===== config.mk =====
export PLATFORM = sky130hd
export DESIGN_NAME = pixel_compositor
export DESIGN_NICKNAME = d
export VERILOG_FILES = /design/src/rtl/compositor_pkg.sv /design/src/rtl/fade_fsm.sv /design/src/rtl/pixel_compositor.sv
export SDC_FILE = /design/constraint.sdc
export NUM_CORES = 1
export LEC_CHECK = 0
export ABC_AREA = 1
export CORE_ASPECT_RATIO = 1.2
export CORE_UTILIZATION = 58
export CTS_BUF_LIST = sky130_fd_sc_hd__clkbuf_8
export CTS_CLUSTER_DIAMETER = 200
export CTS_CLUSTER_SIZE = 14
export DETAILED_ROUTE_END_ITERATION = 8
export PLACE_DENSITY = 0.8
export SYNTH_ARGS = -nofsm -noshare
export SYNTH_HDL_FRONTEND = slang
export SYNTH_HIERARCHICAL = 1
export SYNTH_SLANG_ARGS = --single-unit

===== constraint.sdc =====
create_clock -name Clk -period 7.6 [get_ports Clk]
set_input_delay 1.52 -clock Clk [delete_from_list [all_inputs] [get_ports Clk]]
set_output_delay 1.52 -clock Clk [all_outputs]
set_load 0.01 [all_outputs]

===== src/rtl/compositor_pkg.sv =====
// Shared types and constants for the pixel compositor: palette, transparency index and the
// fade state encoding.
package compositor_pkg;

   localparam logic [7:0]  TRANSPARENT_IDX = 8'd0;
   localparam logic [23:0] DEBUG_RGB       = 24'hFF00FF;

   localparam logic [23:0] PALETTE [0:15] = '{
      24'h000000, 24'hFFFFFF, 24'hFF4000, 24'hC02000,
      24'h208040, 24'h40A060, 24'h806040, 24'h00C0FF,
      24'h0060C0, 24'hFFD700, 24'h808080, 24'h404040,
      24'hC0C0C0, 24'h00FF00, 24'hFF0000, 24'h0000FF
   };

   typedef enum logic [1:0] {NORMAL, FADE_OUT, BLACK, FADE_IN} fade_state_t;

   // Indices past the palette show up as magenta so stray data is obvious on screen.
   function automatic logic [23:0] palette_lookup(input logic [7:0] idx);
      if (idx < 8'd16) return PALETTE[idx[3:0]];
      return DEBUG_RGB;
   endfunction

endpackage


===== src/rtl/fade_fsm.sv =====
// Frame-stepped fade sequencer: VS falling-edge tick, fade level and black-hold frame counter.
module fade_fsm
   import compositor_pkg::*;
#(
   parameter int unsigned FADE_STEPS   = 16,
   parameter int unsigned BLACK_FRAMES = 30,
   localparam int unsigned LvlW        = $clog2(FADE_STEPS + 1)
) (
   input  logic            clk_i,
   input  logic            rst_i,
   input  logic            vs_i,
   input  logic            level_event_i,
   output logic [LvlW-1:0] lvl_o,
   output logic            fade_busy_o,
   output logic            swap_level_o
);

   localparam int unsigned CntW = $clog2(BLACK_FRAMES + 1);

   fade_state_t     state_q;
   logic [LvlW-1:0] lvl_q;
   logic [CntW-1:0] cnt_q;
   logic            vs_prev_q;
   logic            busy_q;
   logic            swap_q;
   logic            tick;

   assign tick = vs_prev_q & ~vs_i;

   always_ff @(posedge clk_i) begin
      if (rst_i) begin
         state_q   <= NORMAL;
         lvl_q     <= '0;
         cnt_q     <= '0;
         vs_prev_q <= 1'b1;
         busy_q    <= 1'b0;
         swap_q    <= 1'b0;
      end else begin
         vs_prev_q <= vs_i;
         swap_q    <= 1'b0;
         unique case (state_q)
            NORMAL: begin
               // An event wins over a coincident tick; the first step waits for the next tick.
               lvl_q <= '0;
               if (level_event_i) begin
                  state_q <= FADE_OUT;
                  busy_q  <= 1'b1;
               end
            end
            FADE_OUT: begin
               if (tick) begin
                  if (lvl_q == LvlW'(FADE_STEPS - 1)) begin
                     state_q <= BLACK;
                     lvl_q   <= LvlW'(FADE_STEPS);
                     cnt_q   <= '0;
                     swap_q  <= 1'b1;
                  end else begin
                     lvl_q <= lvl_q + LvlW'(1);
                  end
               end
            end
            BLACK: begin
               if (tick) begin
                  if (cnt_q == CntW'(BLACK_FRAMES - 1)) begin
                     state_q <= FADE_IN;
                     cnt_q   <= '0;
                  end else begin
                     cnt_q <= cnt_q + CntW'(1);
                  end
               end
            end
            FADE_IN: begin
               if (tick) begin
                  lvl_q <= lvl_q - LvlW'(1);
                  if (lvl_q == LvlW'(1)) begin
                     state_q <= NORMAL;
                     busy_q  <= 1'b0;
                  end
               end
            end
            default: state_q <= NORMAL;
         endcase
      end
   end

   assign lvl_o        = lvl_q;
   assign fade_busy_o  = busy_q;
   assign swap_level_o = swap_q;

endmodule


===== src/rtl/pixel_compositor.sv =====
// Final video stage: sprite/background priority select, palette lookup, fade scaling and
// sync delay so that colour and syncs leave together three cycles after DrawX/DrawY.
module pixel_compositor
   import compositor_pkg::*;
#(
   parameter int unsigned FADE_STEPS   = 16,
   parameter int unsigned BLACK_FRAMES = 30
) (
   input  logic       Clk,
   input  logic       Reset,
   input  logic       VGA_HS_in,
   input  logic       VGA_VS_in,
   input  logic       VGA_BLANK_N_in,
   input  logic [7:0] bg_data,
   input  logic [7:0] fire_data,
   input  logic [7:0] ice_data,
   input  logic       level_event,
   output logic [7:0] VGA_R,
   output logic [7:0] VGA_G,
   output logic [7:0] VGA_B,
   output logic       VGA_HS,
   output logic       VGA_VS,
   output logic       VGA_BLANK_N,
   output logic       fade_busy,
   output logic       swap_level
);

   localparam int unsigned LvlW   = $clog2(FADE_STEPS + 1);
   localparam int unsigned ShiftW = $clog2(FADE_STEPS);
   localparam int unsigned ProdW  = 8 + LvlW;

   logic [2:0]      hs_dly_q, vs_dly_q, blank_dly_q;
   logic [7:0]      sel_d, sel_q;
   logic [23:0]     pal_rgb, rgb_d, rgb_q;
   logic [LvlW-1:0] lvl;

   fade_fsm #(
      .FADE_STEPS  (FADE_STEPS),
      .BLACK_FRAMES(BLACK_FRAMES)
   ) u_fade_fsm (
      .clk_i        (Clk),
      .rst_i        (Reset),
      .vs_i         (VGA_VS_in),
      .level_event_i(level_event),
      .lvl_o        (lvl),
      .fade_busy_o  (fade_busy),
      .swap_level_o (swap_level)
   );

   function automatic logic [7:0] scale(input logic [7:0] c, input logic [LvlW-1:0] l);
      logic [ProdW-1:0] prod;
      prod = ProdW'(c) * ProdW'(LvlW'(FADE_STEPS) - l);
      return prod[ShiftW +: 8];
   endfunction

   always_comb begin
      sel_d = bg_data;
      if (fire_data != TRANSPARENT_IDX) begin
         sel_d = fire_data;
      end else if (ice_data != TRANSPARENT_IDX) begin
         sel_d = ice_data;
      end
   end

   // blank_dly_q[1] is aligned with sel_q, i.e. the pixel currently at the palette stage.
   always_comb begin
      pal_rgb = blank_dly_q[1] ? palette_lookup(sel_q) : 24'h000000;
      rgb_d   = {scale(pal_rgb[23:16], lvl), scale(pal_rgb[15:8], lvl), scale(pal_rgb[7:0], lvl)};
   end

   always_ff @(posedge Clk) begin
      if (Reset) begin
         hs_dly_q    <= '1;
         vs_dly_q    <= '1;
         blank_dly_q <= '0;
         sel_q       <= TRANSPARENT_IDX;
         rgb_q       <= '0;
      end else begin
         hs_dly_q    <= {hs_dly_q[1:0], VGA_HS_in};
         vs_dly_q    <= {vs_dly_q[1:0], VGA_VS_in};
         blank_dly_q <= {blank_dly_q[1:0], VGA_BLANK_N_in};
         sel_q       <= sel_d;
         rgb_q       <= rgb_d;
      end
   end

   assign VGA_R       = rgb_q[23:16];
   assign VGA_G       = rgb_q[15:8];
   assign VGA_B       = rgb_q[7:0];
   assign VGA_HS      = hs_dly_q[2];
   assign VGA_VS      = vs_dly_q[2];
   assign VGA_BLANK_N = blank_dly_q[2];

endmodule


Word level (Yosys, flattened, before mapping)
Memories as Yosys holds them, arrays and structs flattened.
Cells that the tools add are included.
W data, S select, Z words.
Storage, ports and cells
  output and inout bits: 29
  bits in registers: 56
  ROM bits: 384
  memories kept: 1
Cells by class
  bitwise logic cells: 5
  magnitude comparators: 2
  multiplexer cells: 30
  reductions and logical operators: 11
  eq/ne operators: 13
  $add $sub $neg: 4
  $mul: 3
Memory list
  (name not given): words 16, bits a word 24, read ports 1, clocked after Yosys merged registers in 0, wr ports 0, RTL line compositor_pkg.sv:19  | if (idx < 8'd16) return PALETTE[idx[3:0]];
Operators by type and width (number)
  $mux W24: 5
  $mux W5: 7
  $mul A8 B13 Y12: 2
  $mux W8: 2
  $reduce_bool A8 Y1: 2
  $pmux W5 S3: 1
  $mux W2: 7
  $mul A9 B6 Y12: 1
  $ne A2 B1 Y1 const B: 6
  $add A5 B1 Y5 const B: 2
  $pmux W5 S2: 1
  $lt A8 B5 Y1 const B: 1
  $pmux W2 S4: 1
  $reduce_and A4 Y1: 2
  $reduce_and A7 Y1: 1
  $sub A5 B5 Y6 const A: 1
  $eq A5 B1 Y1 const B: 1
  $eq A5 B4 Y1 const B: 1
  $eq A5 B5 Y1 const B: 1
  $ge A5 B5 Y1 const B: 1
  $mux W1: 5
  $not A4 Y5: 1
  $sub A5 B1 Y5 const B: 1
  $eq A2 B2 Y1 const B: 2
  10 further kinds: 13

Longest topological paths before layout
  depth after elaboration: 8
  gate-level depth with buffers: 30
  gate-level depth less buffers: 30

Cells and area by module
The synthesis kept the hierarchy.
Modules (own cells, without submodules)
  pixel_compositor: times used 1, sequential area each 820.8 um^2, cells an instance 772, area an instance 5818.1 um^2
  fade_fsm: times used 1, sequential area each 300.3 um^2, cells an instance 143, area an instance 985.9 um^2

Worst setup path after synthesis
OpenSTA, ideal clock, no wires.
  path type: reg2reg
  from: register u_fade_fsm.lvl_q[0], in the netlist u_fade_fsm/lvl_o[0]
  to: register rgb_q[6]
  setup time: 0.119 ns
  path buffers: 1
  arrival time: 5.113 ns
  path slack: 2.367 ns
  clock period less this slack: 5.233 ns
  stages on the path, launching flop included: 25
  path through: dfxtp_1 -> inv_2 -> clkbuf_1 -> ha_1 -> xnor2_1 -> clkinv_1 -> nor2_1 -> inv_1 -> fa_1 -> fa_1 -> inv_1 -> fa_1 -> inv_1 -> fa_1 -> fa_1 -> o21ai_0 -> nand2_1 -> nand2_1 -> nand2_1 -> inv_1 -> nor2_1 -> nor2_1 -> nor2_1 -> o21ai_0 -> a21oi_1
Between the ends
  word-level cells in the longest chain between the ends: 2
RTL lines
  from (decl): RTL line fade_fsm.sv:21  | logic [LvlW-1:0] lvl_q;
  from (signal assigned): RTL line fade_fsm.sv:54  | lvl_q <= LvlW'(FADE_STEPS);
  from (signal assigned): RTL line fade_fsm.sv:58  | lvl_q <= lvl_q + LvlW'(1);
  from (signal assigned): RTL line fade_fsm.sv:74  | lvl_q <= lvl_q - LvlW'(1);
  $sub A5 B5 Y6: RTL line pixel_compositor.sv:52  | prod = ProdW'(c) * ProdW'(LvlW'(FADE_STEPS) - l);
  $mul A9 B6 Y12: RTL line pixel_compositor.sv:52
  to (signal assigned): RTL line pixel_compositor.sv:83  | rgb_q <= rgb_d;
  to (decl): RTL line pixel_compositor.sv:34  | logic [23:0] pal_rgb, rgb_d, rgb_q;
Every way passes these cells.
A chain may end at the register's enable or synchronous reset.

Worst setup path in the final report
Ends and elaborated chain as after synthesis.

==> qor.txt <==
Syn nets: 1095
Post-synthesis instance total: 915
Switching power: 0.656 mW
Worst-case vdd ir drop: 183 µV
Total cell area at the placement stage: 0.00750 mm²
Clock period minus worst slack: 5.66 ns
Class of the most critical hold timing path: flip-flop to flip-flop
Number of antenna violations at the first check in global routing: 0
Global-route wire length before repair: 23700 µm
Pin count of the biggest net entering global routing: 28
Post-CTS setup repair buffer count: 0
Number of register bits inferred by synthesis: 56
Fraction of registers with async set or reset after synthesis: 0%
Status: finished, final reports clean
Post-route cell area: 0.00760 mm²
Total DRC errors in the routed layout: 0
Number of DRC violations after detailed-routing iteration 0: 258
Top routing layer used: met4
Detail-routed via count per cell: 4.97
# Max-Cap Violations: 0
Proportion of layout cells with a drive suffix above 1: 7.53%
Post-Place Cells: 1116
Mean cell area of the mapped netlist: 7.44 µm²
Top FF cell, synth: dfxtp_1
CTS tree: yes
Data required time at the worst endpoint: 7.84 ns
Clock tree skew after final layout: 0.00689 ns
Transition time of the tightest slew-check pin: 0.669 ns
Clock-pin slew reported for the worst setup and hold paths after clock tree synthesis: 0.12 ns
Number of synthesis warnings: 6
Path type of the worst setup path: flip-flop to flip-flop
Proportion of total power due to net switching: 48.1%
Half-perimeter wire length after detailed placement: 10900 µm
Syn Std Cell Area: 0.00680 mm²
Sequential-to-total area share from yosys stat: 16.5%
Arrival time worst endpoint: 5.90 ns
Aggregate global routing overflow: 0
Fill count: 1003
Proportion of power drawn by flip-flops and latches: 28.2%
Total Negative Setup Slacks: 0 ns
Worst-path maximum fanout: 14
IO Count: 59
Die width: 101 µm
Final number of max-transition violations: 0
Worst reg2reg startpoint: u_fade_fsm/lvl_o[0]
Internal power: 0.708 mW
Vertical die dimension: 121 µm
Critical Path End Type: flip-flop
Relative contribution of the clock network to total power: 13.8%
Power density of the placed cells: 179 mW/mm²
Total wire length after detailed routing: 13200 µm
Via count of the first global-routing pass: 5612
Floorplan Core Area: 0.0112 mm²
Count of instances resized after the clock tree is built: 0
Slew HR: 55.4%
Rows: 42
Final worst path period share: 74.5%
Routed length on met2: 7020 µm
Metal1 wirelength: 5470 µm
Post-layout net count: 1149
Number of cells traversed by the worst hold path: 2
Number of buffers created by CTS: 5
Clock latency at the later pin of the worst-skew pair: 0.33 ns
DRT Pass-1 Iters: 5
Met3 wirelength from detailed routing: 361 µm
Routability congestion estimate: 0.885
Post-route worst hold slack: 0.421 ns
Sort of element at the start of the critical path: flip-flop
Worst r2r path cells: 23
Min-delay src: blank_dly_q[0]
Distinct cell type count of the synthesized netlist: 42
Total setup violations reported at the end of the flow: 0
Vias: 5591
Static Leak: 3.88 nW
Max Fclk: 177 MHz
Hold bufs inserted after CTS: 0
Area Growth Syn to Fin: 11.7%
Number of synthesized flops with an enable pin: 0
Port bufs: 58
Total GRT Usage: 24.2%
Average routed wire per standard cell: 11.7 µm
DIE AREA: 0.0122 mm²
CTS max path bufs: 2
Combinational power share: 57.9%
Worst Hold End: blank_dly_q[1]
Endpoint of the most critical register-to-register path: rgb_q[6]
Antenna violation net count after detailed routing: 0
Initial core utilization: 60.5%
Root cell of the clock tree: clkbuf_8
Minimum setup slack among reg-to-reg paths: 1.94 ns
H-tree depth reported by CTS: 2
Final-report hold violation count: 0
Non-filler instance count after layout: 1124
Number of sinks driven by the clock tree: 56
N_diodes: 0
Setup repair after global routing missed its margin: no
[synthesized netlist by cell type, types with 4 or more instances]
cell type	number	area, µm²
nor3_1	4	20.0
o21ai_1	8	40.0
nor2_4	6	67.6
fa_1	77	1540
o21ai_0	38	190
ha_1	73	913
or2_2	7	43.8
o21ai_2	5	43.8
clkbuf_1	6	22.5
inv_1	221	830
a21oi_1	49	245
dfxtp_1	56	1120
nor2_1	105	394
nor2_2	9	56.3
nand2_1	133	499
xor2_1	8	70.1
clkinv_1	5	18.8
nand3_2	5	50.1
nand4_1	6	37.5
nand2_2	12	75.1
inv_2	12	45.0
nand3_1	34	170
[layer usage]
| layer | vias to the layer above | global-route usage (%) |
|---|---|---|
| met5 | - | 0 |
| met1 | 2580 | 28.4 |
| met2 | 108 | 45.8 |
| met3 | 30 | 2.43 |
| met4 | 0 | 7.43 |
| li1 | 2873 | - |
[state kept, by name, indices dropped and copies added, names as in the netlist]
name	cells
sel_q	8
u_fade_fsm/fade_busy_o	1
blank_dly_q	3
u_fade_fsm/lvl_o	5
vs_dly_q	3
u_fade_fsm/cnt_q	5
rgb_q	24
u_fade_fsm/state_q	2
u_fade_fsm/vs_prev_q	1
u_fade_fsm/swap_level_o	1
hs_dly_q	3
[metrics by stage]
stage	util [%]	total power [mW]	worst slack (ns)
4_1_cts	67.6	1.38	1.98
6_report	67.6	1.36	1.94
3_3_place_gp	66.7	1.16	2.18
5_1_grt	67.6	1.52	1.48
2_1_floorplan	-	0.970	2.37
3_5_place_dp	66.7	1.18	2.02
[power by group through the flow]
| stage | Combinational, mW | Sequential, mW | Clock, mW |
|---|---|---|---|
| after floorplan | 0.573 | 0.397 | 0 |
| after global placement | 0.768 | 0.390 | 0 |
| after detailed placement | 0.788 | 0.392 | 0 |
| after CTS | 0.796 | 0.386 | 0.197 |
| after global routing | 0.914 | 0.393 | 0.210 |
| final | 0.791 | 0.385 | 0.189 |
[worst max-delay path by stage]
stage                              startpoint  endpoint  slack, ns
after global placement    u_fade_fsm/lvl_o[0]  rgb_q[6]       2.18
after CTS                 u_fade_fsm/lvl_o[0]  rgb_q[6]       1.98
after floorplan           u_fade_fsm/lvl_o[0]  rgb_q[6]       2.37
after detailed placement  u_fade_fsm/lvl_o[0]  rgb_q[6]       2.02
after global routing      u_fade_fsm/lvl_o[0]  rgb_q[6]       1.48
final                     u_fade_fsm/lvl_o[0]  rgb_q[6]       1.94
[logic make-up (layout without fill, tap and decap cells)]
family,Yosys count,in the layout,share of synthesized area [%]
compound gates,114,114,9.16
flops,56,56,16.5
simple gates,332,332,22.4
fa+ha+maj,150,150,36.1
xor+xnor,11,11,1.42
buf+inv,252,307,14.5
[area by class of cell]
class | instances | area, µm² | area share [%]
Multi-Input combinational cell | 607 | 4700 | 61.8
Sequential cell | 56 | 1120 | 14.7
Inverter | 240 | 906 | 11.9
Timing Repair Buffer | 59 | 588 | 7.74
Tap cell | 154 | 193 | 2.53
Clock buffer | 5 | 68.8 | 0.905
Clock inverter | 3 | 28.8 | 0.379
[cell usage in the layout (no fill, tap or decap), types with 5 or more instances in the layout]
cell / synthesis / final
clkinv_1: 5 / 5
nor2_1: 105 / 105
nand3_1: 34 / 34
nand3_2: 5 / 5
o21ai_1: 8 / 8
ha_1: 73 / 73
or2_2: 7 / 7
clkdlybuf4s50_1: 0 / 58
fa_1: 77 / 77
nand2_1: 133 / 133
inv_2: 12 / 12
nand4_1: 6 / 6
nand2_2: 12 / 12
dfxtp_1: 56 / 56
clkbuf_8: 0 / 5
o21ai_2: 5 / 5
inv_1: 221 / 221
nor2_4: 6 / 6
xor2_1: 8 / 8
a21oi_1: 49 / 49
nor2_2: 9 / 9
o21ai_0: 38 / 38
[critical path, cell delays in order, from the launching register on]
cell	delay [ns]
dfxtp_1	0.52
inv_2	0.21
ha_1	0.28
xnor2_1	0.30
clkinv_1	0.32
nor2_1	0.37
inv_1	0.11
fa_1	0.52
fa_1	0.51
inv_1	0.06
fa_1	0.53
inv_1	0.05
fa_1	0.50
fa_1	0.47
o21ai_0	0.17
nand2_1	0.07
nand2_1	0.07
nand2_1	0.05
inv_1	0.06
nor2_1	0.04
nor2_1	0.09
nor2_1	0.06
o21ai_0	0.13
a21oi_1	0.06
No activity file was read; power rests on OpenSTA's default activity.
